$ cat config.mk
export PLATFORM = sky130hd
export DESIGN_NAME = transpose_buf
export DESIGN_NICKNAME = d
export VERILOG_FILES = /design/src/rtl/transpose_pkg.sv /design/src/rtl/transpose_bank.sv /design/src/rtl/transpose_buf.sv
export SDC_FILE = /design/constraint.sdc
export NUM_CORES = 1
export LEC_CHECK = 0
export BUFFER_PORTS_ARGS = -buffer_cell sky130_fd_sc_hd__buf_4
export CORE_ASPECT_RATIO = 0.8
export CORE_MARGIN = 8
export CORE_UTILIZATION = 50
export DETAILED_ROUTE_END_ITERATION = 7
export GPL_TIMING_DRIVEN = 0
export PLACE_DENSITY = 0.68
export RECOVER_POWER = 100
export SYNTH_ARGS = -nofsm -noshare
export SYNTH_HDL_FRONTEND = slang
export SYNTH_SLANG_ARGS = --single-unit
$ cat constraint.sdc
create_clock -name clk -period 1.9 [get_ports clk]
set_clock_uncertainty 0.1 [all_clocks]
set_input_delay 0.285 -clock clk [delete_from_list [all_inputs] [get_ports clk]]
set_output_delay 0.285 -clock clk [all_outputs]
set_load 0.005 [all_outputs]
$ cat src/rtl/transpose_pkg.sv
// Shared bank-state type and counter-width helpers for transpose_buf.
// Optional feature macro used by the design: TRANSPOSE_BUF_FLUSH_EN.
package transpose_pkg;

   typedef enum logic [1:0] {
      EMPTY = 2'd0,
      FILL  = 2'd1,
      FULL  = 2'd2
   } bank_state_e;

   function automatic int row_cnt_w(input int n);
      return (n > 1) ? $clog2(n) : 1;
   endfunction

   function automatic int col_cnt_w(input int w);
      return (w > 1) ? $clog2(w) : 1;
   endfunction

endpackage

$ cat src/rtl/transpose_bank.sv
// One N x W matrix bank: row-write storage, EMPTY/FILL/FULL state and row count.
// With TRANSPOSE_BUF_FLUSH_EN a row-valid mask zeroes rows a flushed bank never received.
module transpose_bank
   import transpose_pkg::*;
#(
   parameter int N  = 5,
   parameter int W  = 5,
   parameter int RW = row_cnt_w(N),
   parameter int CW = col_cnt_w(W),
   parameter int NW = $clog2(N + 1)
) (
   input  logic          clk,
   input  logic          rst_n,
   input  logic          wr_en,
   input  logic [RW-1:0] wr_row,
   input  logic [W-1:0]  wr_data,
   input  logic          wr_close,
   input  logic [NW-1:0] wr_rows,
   input  logic          rd_done,
   input  logic [CW-1:0] rd_col,
   output logic [N-1:0]  rd_data,
   output bank_state_e   state,
   output logic [NW-1:0] rows
);

   logic [W-1:0]  mem [N];
   bank_state_e   state_reg, state_next;
   logic [NW-1:0] rows_reg;
   logic [N-1:0]  row_ok;

   // Storage carries no reset: stale data is harmless once the state says EMPTY.
   always_ff @(posedge clk) begin
      if (wr_en) mem[wr_row] <= wr_data;
   end

   always_ff @(posedge clk or negedge rst_n) begin
      if (!rst_n) begin
         state_reg <= EMPTY;
         rows_reg  <= '0;
      end else begin
         state_reg <= state_next;
         if (wr_close) rows_reg <= wr_rows;
      end
   end

   always_comb begin
      state_next = state_reg;
      unique case (state_reg)
         EMPTY:   if (wr_close) state_next = FULL;
                  else if (wr_en) state_next = FILL;
         FILL:    if (wr_close) state_next = FULL;
         FULL:    if (rd_done) state_next = EMPTY;
         default: state_next = EMPTY;
      endcase
   end

`ifdef TRANSPOSE_BUF_FLUSH_EN
   logic [N-1:0] mask_reg;

   // The first row into an EMPTY bank restarts the mask from scratch.
   always_ff @(posedge clk or negedge rst_n) begin
      if (!rst_n) mask_reg <= '0;
      else if (wr_en)
         mask_reg <= ((state_reg == EMPTY) ? '0 : mask_reg) | (N'(1) << wr_row);
   end

   assign row_ok = mask_reg;
`else
   assign row_ok = '1;
`endif

   genvar gi;
   generate
      for (gi = 0; gi < N; gi++) begin : g_col
         assign rd_data[gi] = mem[gi][rd_col] & row_ok[gi];
      end
   endgenerate

   assign state = state_reg;
   assign rows  = rows_reg;

endmodule

$ cat src/rtl/transpose_buf.sv
// Ping-pong bit-matrix transpose: N rows of W bits in, W columns of N bits out.
// Define TRANSPOSE_BUF_FLUSH_EN to add the flush port for closing partial matrices.
module transpose_buf
   import transpose_pkg::*;
#(
   parameter int N = 5,
   parameter int W = 5
) (
   input  logic                     clk,
   input  logic                     rst_n,
   input  logic                     in_valid,
   output logic                     in_ready,
   input  logic [W-1:0]             in_data,
`ifdef TRANSPOSE_BUF_FLUSH_EN
   input  logic                     flush,
`endif
   output logic                     out_valid,
   input  logic                     out_ready,
   output logic [N-1:0]             out_data,
   output logic                     out_last,
   output logic [$clog2(N+1)-1:0]   out_rows
);

   localparam int RW = row_cnt_w(N);
   localparam int CW = col_cnt_w(W);
   localparam int NW = $clog2(N + 1);

   logic          wsel_reg, rsel_reg;
   logic [RW-1:0] wrow_reg;
   logic [CW-1:0] rcol_reg;
   logic [1:0]    wsel_oh, rsel_oh;
   bank_state_e   bstate [2];
   logic [N-1:0]  bcol   [2];
   logic [NW-1:0] brows  [2];
   logic          accept, last_row, flush_hit, close, fire, last_col;
   logic [NW-1:0] close_rows;

   assign wsel_oh  = {wsel_reg, ~wsel_reg};
   assign rsel_oh  = {rsel_reg, ~rsel_reg};

   assign in_ready = (bstate[wsel_reg] != FULL);
   assign accept   = in_valid && in_ready;
   assign last_row = (wrow_reg == RW'(N - 1));

`ifdef TRANSPOSE_BUF_FLUSH_EN
   assign flush_hit = flush && (bstate[wsel_reg] == FILL);
`else
   assign flush_hit = 1'b0;
`endif

   // A flush that coincides with the final row is just a normal completion.
   assign close      = (accept && last_row) || flush_hit;
   assign close_rows = (accept && last_row) ? NW'(N) : NW'(wrow_reg) + NW'(accept);

   assign out_valid = (bstate[rsel_reg] == FULL);
   assign fire      = out_valid && out_ready;
   assign last_col  = (rcol_reg == CW'(W - 1));
   assign out_data  = bcol[rsel_reg];
   assign out_last  = out_valid && last_col;
   assign out_rows  = out_valid ? brows[rsel_reg] : '0;

   always_ff @(posedge clk or negedge rst_n) begin
      if (!rst_n) begin
         wsel_reg <= 1'b0;
         rsel_reg <= 1'b0;
         wrow_reg <= '0;
         rcol_reg <= '0;
      end else begin
         if (close) begin
            wrow_reg <= '0;
            wsel_reg <= ~wsel_reg;
         end else if (accept) begin
            wrow_reg <= wrow_reg + RW'(1);
         end
         if (fire) begin
            if (last_col) begin
               rcol_reg <= '0;
               rsel_reg <= ~rsel_reg;
            end else begin
               rcol_reg <= rcol_reg + CW'(1);
            end
         end
      end
   end

   genvar gi;
   generate
      for (gi = 0; gi < 2; gi++) begin : g_bank
         transpose_bank #(.N(N), .W(W)) u_bank (
            .clk      (clk),
            .rst_n    (rst_n),
            .wr_en    (accept && wsel_oh[gi]),
            .wr_row   (wrow_reg),
            .wr_data  (in_data),
            .wr_close (close && wsel_oh[gi]),
            .wr_rows  (close_rows),
            .rd_done  (fire && last_col && rsel_oh[gi]),
            .rd_col   (rcol_reg),
            .rd_data  (bcol[gi]),
            .state    (bstate[gi]),
            .rows     (brows[gi])
         );
      end
   endgenerate

endmodule

==> metrics.md, run 1 <==
| Metric | Value |
|---|---|
| DR vias | between 1500 and 2000 |
| Cell taking the most area after synthesis | edfxtp_1 |
| Main flop type after synthesis | edfxtp_1 |
| Final ANT Viol Nets | 0 |
| Post-synthesis sequential area ratio | between 60% and 70% |
| Fraction of layout cells with a size suffix above 1 | between 30% and 40% |
| RSZ-0062 raised after global routing | yes |
| CTS H-tree lvls | 3 |
| GRT Total Usage | 15.9% |
| NumNets Final | 254 |
| Most common cell in the netlist | edfxtp_1 |
| CTS root buf | clkbuf_8 |
| Max-capacitance violation count | 0 |
| Final hold violations | 0 |
| Number of vias per cell | roughly 5.5 |
| Sequential share of power | 46.9% |
| Leakage | 1.39 nW |
| P per Cell Area | 1170 mW/mm^2 |
| Commonest cells in the netlist | edfxtp_1 (50), dfrtp_1 (18), nand2_1 (13), mux2_2 (12), nand3_1 (11) |
| Hold crit path type | in2reg |
| Final worst setup slack | -240 ps |
| Longest Clk Path Bufs | 2 |
| WP data arrival | around 1800 ps |
| CP Launch Type | register |
| Combinational fraction of design power | 24.7% |
| Slew HR | approximately 36% |
| Drt pass-1 iters | 4 |
| CTS sink cnt | 68 |
| DRC viols | 0 |
| Failing checks | negative setup slack |
| WL/cell | approximately 19 um |
| DP Area | approximately 0.0032 mm^2 |
| EDFF count, synth | 50 |
| Starting Density | around half |
| Non-filler cells in the finished layout | 327 |
| Synth warn | 0 |
| Clock slew at reported path FFs | roughly 80 ps |
| Inst Count DP | about 300 |
| Sequential cell area | approximately 0.0020 mm^2 |
| Final worst-path cycle share | 113% |
| Chip Height | approximately 85 um |
| # IOs | 20 |
| Die width | 102 um |
| Sw Ratio | between 20% and 30% |
| Worst setup path category | reg2out |
| Final Util | between 60% and 70% |
| First-pass GRT wire length | between 10000 and 15000 um |
| Cts bufs inserted | 9 |
| Largest net degree at the start of global routing | 19 |
| Fin. max-slew vios | 0 |
| Required time worst endpoint | ~1500 ps |
| Mean Syn Cell Area | between 10 and 15 um^2 |
| Vias in the first global route | 1863 |
| Total grt overflow | 0 |
| Post-Route Setup TNS | -1700 ps |
| Max IR drop VDD | slightly below 0.6 mV |
| Fill cell count | 454 |
| Post-DP HPWL | around 4000 um |
| Synth Net Count | 215 |
| Critical path capture point type | output port |
| ANT cells | 0 |
| Routability cong. | roughly 0.7 |
| Psw | between 1 and 1.5 mW |
| Internal power | between 3 and 4 mW |
| Num rows | 25 |
| Crit-path max FO | 5 |
| FFs w/ async S/R, synth | about a quarter |
| Final setup fails | 10 |
| First-iteration detailed-routing DRC count | 87 |
| Die area | a little under 0.009 mm^2 |
| Min Tclk post-route | 2140 ps |
| Post-synthesis register bit count | 68 |
| TritonCTS clock tree | done |
| Initial antenna violation count | 0 |
| Max reg flops | 50 |
| Mapped cell area | about 0.0030 mm^2 |
| IO Port Bufs | 19 |
| Share of the synthesized area in the top cell type | about half |
| Achievable Freq | approximately 470 MHz |
| Area contributors post-synth | edfxtp_1 (50%), dfrtp_1 (15%), mux2_2 (4.5%) |
| Multi-input gate area | about 0.0011 mm^2 |
| Clock Latency Late Sink | approximately 340 ps |
| Part of the power in the clock network | 28.4% |
| Tightest Pin Transition | ~960 ps |
| Core Region | 0.00585 mm^2 |
| Detailed Route WL | 6260 um |
| Final Cell Area | 0.00374 mm^2 |
| Status | finished with violations |
| Post-synthesis cell type count | 40 |
| Syn Inst Count | 202 |
| Area Overhead vs Synth | 25.1% |
[power groups by stage]
stage | clock [mW] | sequential [mW] | combinational [mW]
CTS | 1.27 | 2.02 | 1.02
detailed placement | 0 | 2.02 | 0.813
floorplan | 0 | 1.98 | 0.575
global placement | 0 | 2.01 | 0.792
global route | 1.33 | 2.08 | 1.17
finish | 1.24 | 2.05 | 1.08
[worst max-delay path: stages, from the launching register on]
cell	delay [ps]
dfrtp_1	420
buf_6	170
buf_12	130
mux2_4	290
a22oi_2	160
nand3_2	100
buf_6	130
[through the flow]
stage                     hold slack (ps)  setup WS [ps]  power (mW)
final                                 238           -240        4.37
after global routing                  243           -334        4.58
after CTS                             102           -243        4.31
after detailed placement             70.1           -386        2.84
after global placement               68.3           -275        2.80
after floorplan                      -111            163        2.56
[final timing paths]
check / start / end / slack [ps] / cells after the start
worst max-delay path: rsel_reg / out_data[3] / -240 / 6
worst min-delay path: in_valid / g_bank[1].u_bank.state[1] / 240 / 3
worst min register to register: g_bank[0].u_bank.rows[2] / g_bank[0].u_bank.rows[2] / 370 / 1
worst max register to register: wsel_reg / g_bank[0].u_bank.mem[4][0] / 90 / 3
min in group asynchronous: rst_n / rcol_reg[1] / 510 / 2
max in group asynchronous: rst_n / wrow_reg[0] / 530 / 2
[per-layer routing]
metal  GRT usage (%)  vias up  wire (um)
li1                -      844          -
met1            21.1      908       2770
met2            23.9       37       3090
met3            5.48        8        314
met4            4.65        0         91
met5               0        -          0
[final cells by class]
| type | count | area share (%) |
|---|---|---|
| buffer | 6 | 1.87 |
| clock buffer | 11 | 3.51 |
| clock inverter | 5 | 2.04 |
| inverter | 8 | 0.803 |
| multi-input combinational | 120 | 30.2 |
| sequential | 68 | 52.3 |
| tap | 81 | 2.71 |
| timing repair buffer | 28 | 6.56 |
[cell families (layout without fill, tap and decap cells)]
| family | count (synthesis) | in the layout | synth area share (%) |
|---|---|---|---|
| buffers and inverters | 14 | 58 | 2.76 |
| AO/OA/AOI/OAI | 18 | 18 | 3.85 |
| AND/OR/NAND/NOR | 69 | 69 | 13.2 |
| XOR/XNOR | 1 | 1 | 0.293 |
| flip-flops | 68 | 68 | 65.3 |
| multiplexers | 28 | 28 | 12.9 |
| adder cells (fa/ha/maj) | 4 | 4 | 1.67 |
[cell usage in the layout (no fill, tap or decap), types with 5 or more instances in the layout]
cell      synthesis  routed
edfxtp_1         50      50
dfrtp_1          18      16
buf_4             1      13
nand2_1          13      12
mux2_4            4       9
clkbuf_8          0       9
buf_6             3       8
nand3_1          11       8
clkbuf_1          1       8
mux2_2           12       7
inv_1             8       6
nand2b_1          5       5
mux4_2            4       5
a22oi_2           0       5
nor2_1           10       5
a21oi_1           5       5
[timing repair]
| action | in CTS | in global routing |
|---|---|---|
| cloned | 2 | 0 |
| gates resized for setup | 42 | 20 |
| endpoints found under the setup margin | 45 | 57 |
| hold buffers | 1 | 0 |
| pin swaps | 12 | 5 |
| endpoints found under the hold margin | 18 | 0 |
| setup buffers | 5 | 2 |
(Power assumes the default switching activity.)
==> run 2, diff against run 1 <==
==> constraint.sdc (replaced) <==
create_clock -name clk -period 1.9 [get_ports clk]
set_clock_uncertainty 0.1 [all_clocks]
set_input_delay 0.285 -clock clk [delete_from_list [all_inputs] [get_ports clk]]
set_output_delay 0.285 -clock clk [all_outputs]
set_load 0.02 [all_outputs]
==> metrics.md, run 2 (synthesis gave the netlist of run 1 again) <==
| Metric | Value |
|---|---|
| Critical path capture point type | output port |
| ANT cells | 0 (unchanged) |
| GRT Total Usage | 15.6% (-0.33 points) |
| Worst r2r path cells | 3 (unchanged) |
| WP data arrival | 1740 ps (-20 ps) |
| Tightest Pin Transition | 968 ps (+5.49 ps) |
| RSZ-0062 raised after global routing | yes |
| Slew HR | 35.5% (-0.37 points) |
| Sequential share of power | 46.3% (-0.6 points) |
| Psw | 1.34 mW (+3.9%) |
| Chip Height | 85.2 um (unchanged) |
| First-iteration detailed-routing DRC count | 115 (+32%) |
| Crit-path slowest cell | dfrtp_1 |
| Routability cong. | 0.715 (unchanged) |
| Power, Total | 4.43 mW (+1.3%) |
| Detailed Route WL | 6180 um (-1.2%) |
| Final Util | 65.0% (+1.1 points) |
| First-pass GRT wire length | 10200 um (-0.14%) |
| Status | finished with violations |
| Worst setup path category | reg2out |
| Number of vias per cell | 5.61 (+2.0%) |
| Longest Clk Path Bufs | 2 (unchanged) |
| Sw Ratio | 30.2% (+0.74 points) |
| WL/cell | 18.9 um (-1.2%) |
| Starting Density | 51.1% (unchanged) |
| DRC viols | 0 (unchanged) |
| Required time worst endpoint | 1510 ps (about the same) |
| Max-capacitance violation count | 0 (unchanged) |
| Crit-path cells | buf_6 -> buf_12 -> mux2_4 -> a22oi_2 -> nand3_2 -> buf_6 |
| CTS H-tree lvls | 3 (unchanged) |
| Final setup fails | 10 (unchanged) |
| CTS sink cnt | 68 (unchanged) |
| Hold crit path type | in2reg |
| # IOs | 20 (unchanged) |
| Post-Route Setup TNS | -1650 ps (+53.0 ps) |
| Final worst setup slack | -230 ps (+10.5 ps) |
| Clock slew at reported path FFs | 70 ps (about the same) |
| NumNets Final | 254 (unchanged) |
| Final ANT Viol Nets | 0 (unchanged) |
| CTS root buf | clkbuf_8 |
| Die width | 102 um (unchanged) |
| CP dominant cell by count | buf_6 |
| Crit-path max FO | 6 (+1) |
| Fin. max-slew vios | 0 (unchanged) |
| Internal power | 3.09 mW (+0.27%) |
| Cts bufs inserted | 9 (unchanged) |
| P per Cell Area | 1170 mW/mm^2 (-0.34%) |
| Worst stage delay on the critical path | 400 ps (-20 ps) |
| Commonest non-fill, non-tap cell in the layout | edfxtp_1 |
| IO Port Bufs | 19 (unchanged) |
| Total grt overflow | 0 (unchanged) |
| Max IR drop VDD | 0.603 mV (+0.97%) |
| Worst setup startpoint | rsel_reg |
| Post-DP HPWL | 4010 um (unchanged) |
| Initial antenna violation count | 0 (unchanged) |
| Reg2reg start | wrow_reg[2] |
| Fraction of layout cells with a size suffix above 1 | 40.7% (+4.5 points) |
| Failing checks | negative setup slack |
| Core Region | 0.00585 mm^2 (unchanged) |
| Leakage | 1.41 nW (+1.4%) |
| Worst Setup EP | out_data[3] |
| Clock Latency Late Sink | 340 ps (about the same) |
| Vias in the first global route | 1874 (+0.59%) |
| Part of the power in the clock network | 28.1% (-0.3 points) |
| Final worst-path cycle share | 112% (-0.55 points) |
| Largest net degree at the start of global routing | 19 (unchanged) |
| Most frequent cells in the layout | edfxtp_1 (50), dfrtp_1 (16), buf_6 (12) |
| DR vias | 1833 (+2.0%) |
| Drt pass-1 iters | 4 (unchanged) |
| Num rows | 25 (unchanged) |
| Combinational fraction of design power | 25.6% (+0.9 points) |
| Min Tclk post-route | 2130 ps (-10.5 ps) |
| Max reg flops | 50 (unchanged) |
| R2R Path End | g_bank[0].u_bank.mem[3][0] |
| Area Overhead vs Synth | 27.2% |
| TritonCTS clock tree | done |
| Die area | 0.00872 mm^2 (unchanged) |
| Final hold violations | 0 (unchanged) |
| CP Launch Type | register |
| Achievable Freq | 469 MHz (+0.49%) |
| FF-to-FF setup slack | 110 ps (+20 ps) |
| Hold WS | 167 ps (-70.4 ps) |
## run 2: cell count changes in the layout (fill, tap and decap cells not counted), moves of 2 or more
cell and change:
buf_4 -4, nand2_1 -6, nand3_1 -3, nor2_4 +2, nand3_2 +3, nand2_2 +6, buf_6 +4
## run 2: worst min-delay path by stage
stage | startpoint | end | slack (ps) | cells past startpoint
floorplan | rst_n | g_bank[0].u_bank.rows[0] | -110 | 0
global placement | rst_n | rcol_reg[2] | 70 | 1
detailed placement | rst_n | rcol_reg[1] | 70 | 1
CTS | in_data[3] | g_bank[1].u_bank.mem[2][3] | 100 | 1
global route | in_valid | wrow_reg[2] | 170 | 3
finish | in_valid | wrow_reg[2] | 170 | 3
## run 2: worst max-delay path, delay by kind of cell (launching register included)
kind | cells | cell delay [ps]
buffers and inverters | 3 | 430
flip-flops | 1 | 400
multiplexers | 1 | 290
AO/OA/AOI/OAI | 1 | 170
AND/OR/NAND/NOR | 1 | 110
## run 2: cell type report
type	instances	area (um^2)
plain buffers	6	70.1
clock buffers	11	131
clock inverters	5	76.3
fillers	447	2050
inverters	8	30.0
multi-input cells	120	1180
flip-flops and latches	68	1950
well taps	81	101
repair buffers	28	253
## run 2: routing by layer
metal | routed length [um] | GRT usage [%]
met1 | 2790 | 21.1
met2 | 3060 | 23.5
met3 | 261 | 4.33
met4 | 72 | 4.92
met5 | 0 | 0
## run 2: power groups by stage
stage	Combinational, mW	Sequential [mW]	Clock, mW
finish	1.14	2.05	1.24
floorplan	0.617	1.98	0
global placement	0.836	2.01	0
CTS	1.06	2.02	1.27
global route	1.23	2.07	1.33
detailed placement	0.857	2.02	0
## run 2: what timing repair did
action,CTS,global route
setup buffers,5,3
setup endpoints to repair,45,57
pin swaps,11,9
hold endpoints to repair,18,0
gates resized for setup,48,25
hold buffers,1,0
## run 2: stage by stage
step,area (um^2),worst slack [ps],cells
6_report,3800,-230,327
5_1_grt,3800,-303,327
4_1_cts,3730,-292,324
3_5_place_dp,3230,-386,302
3_3_place_gp,3230,-275,302
2_1_floorplan,2990,163,202
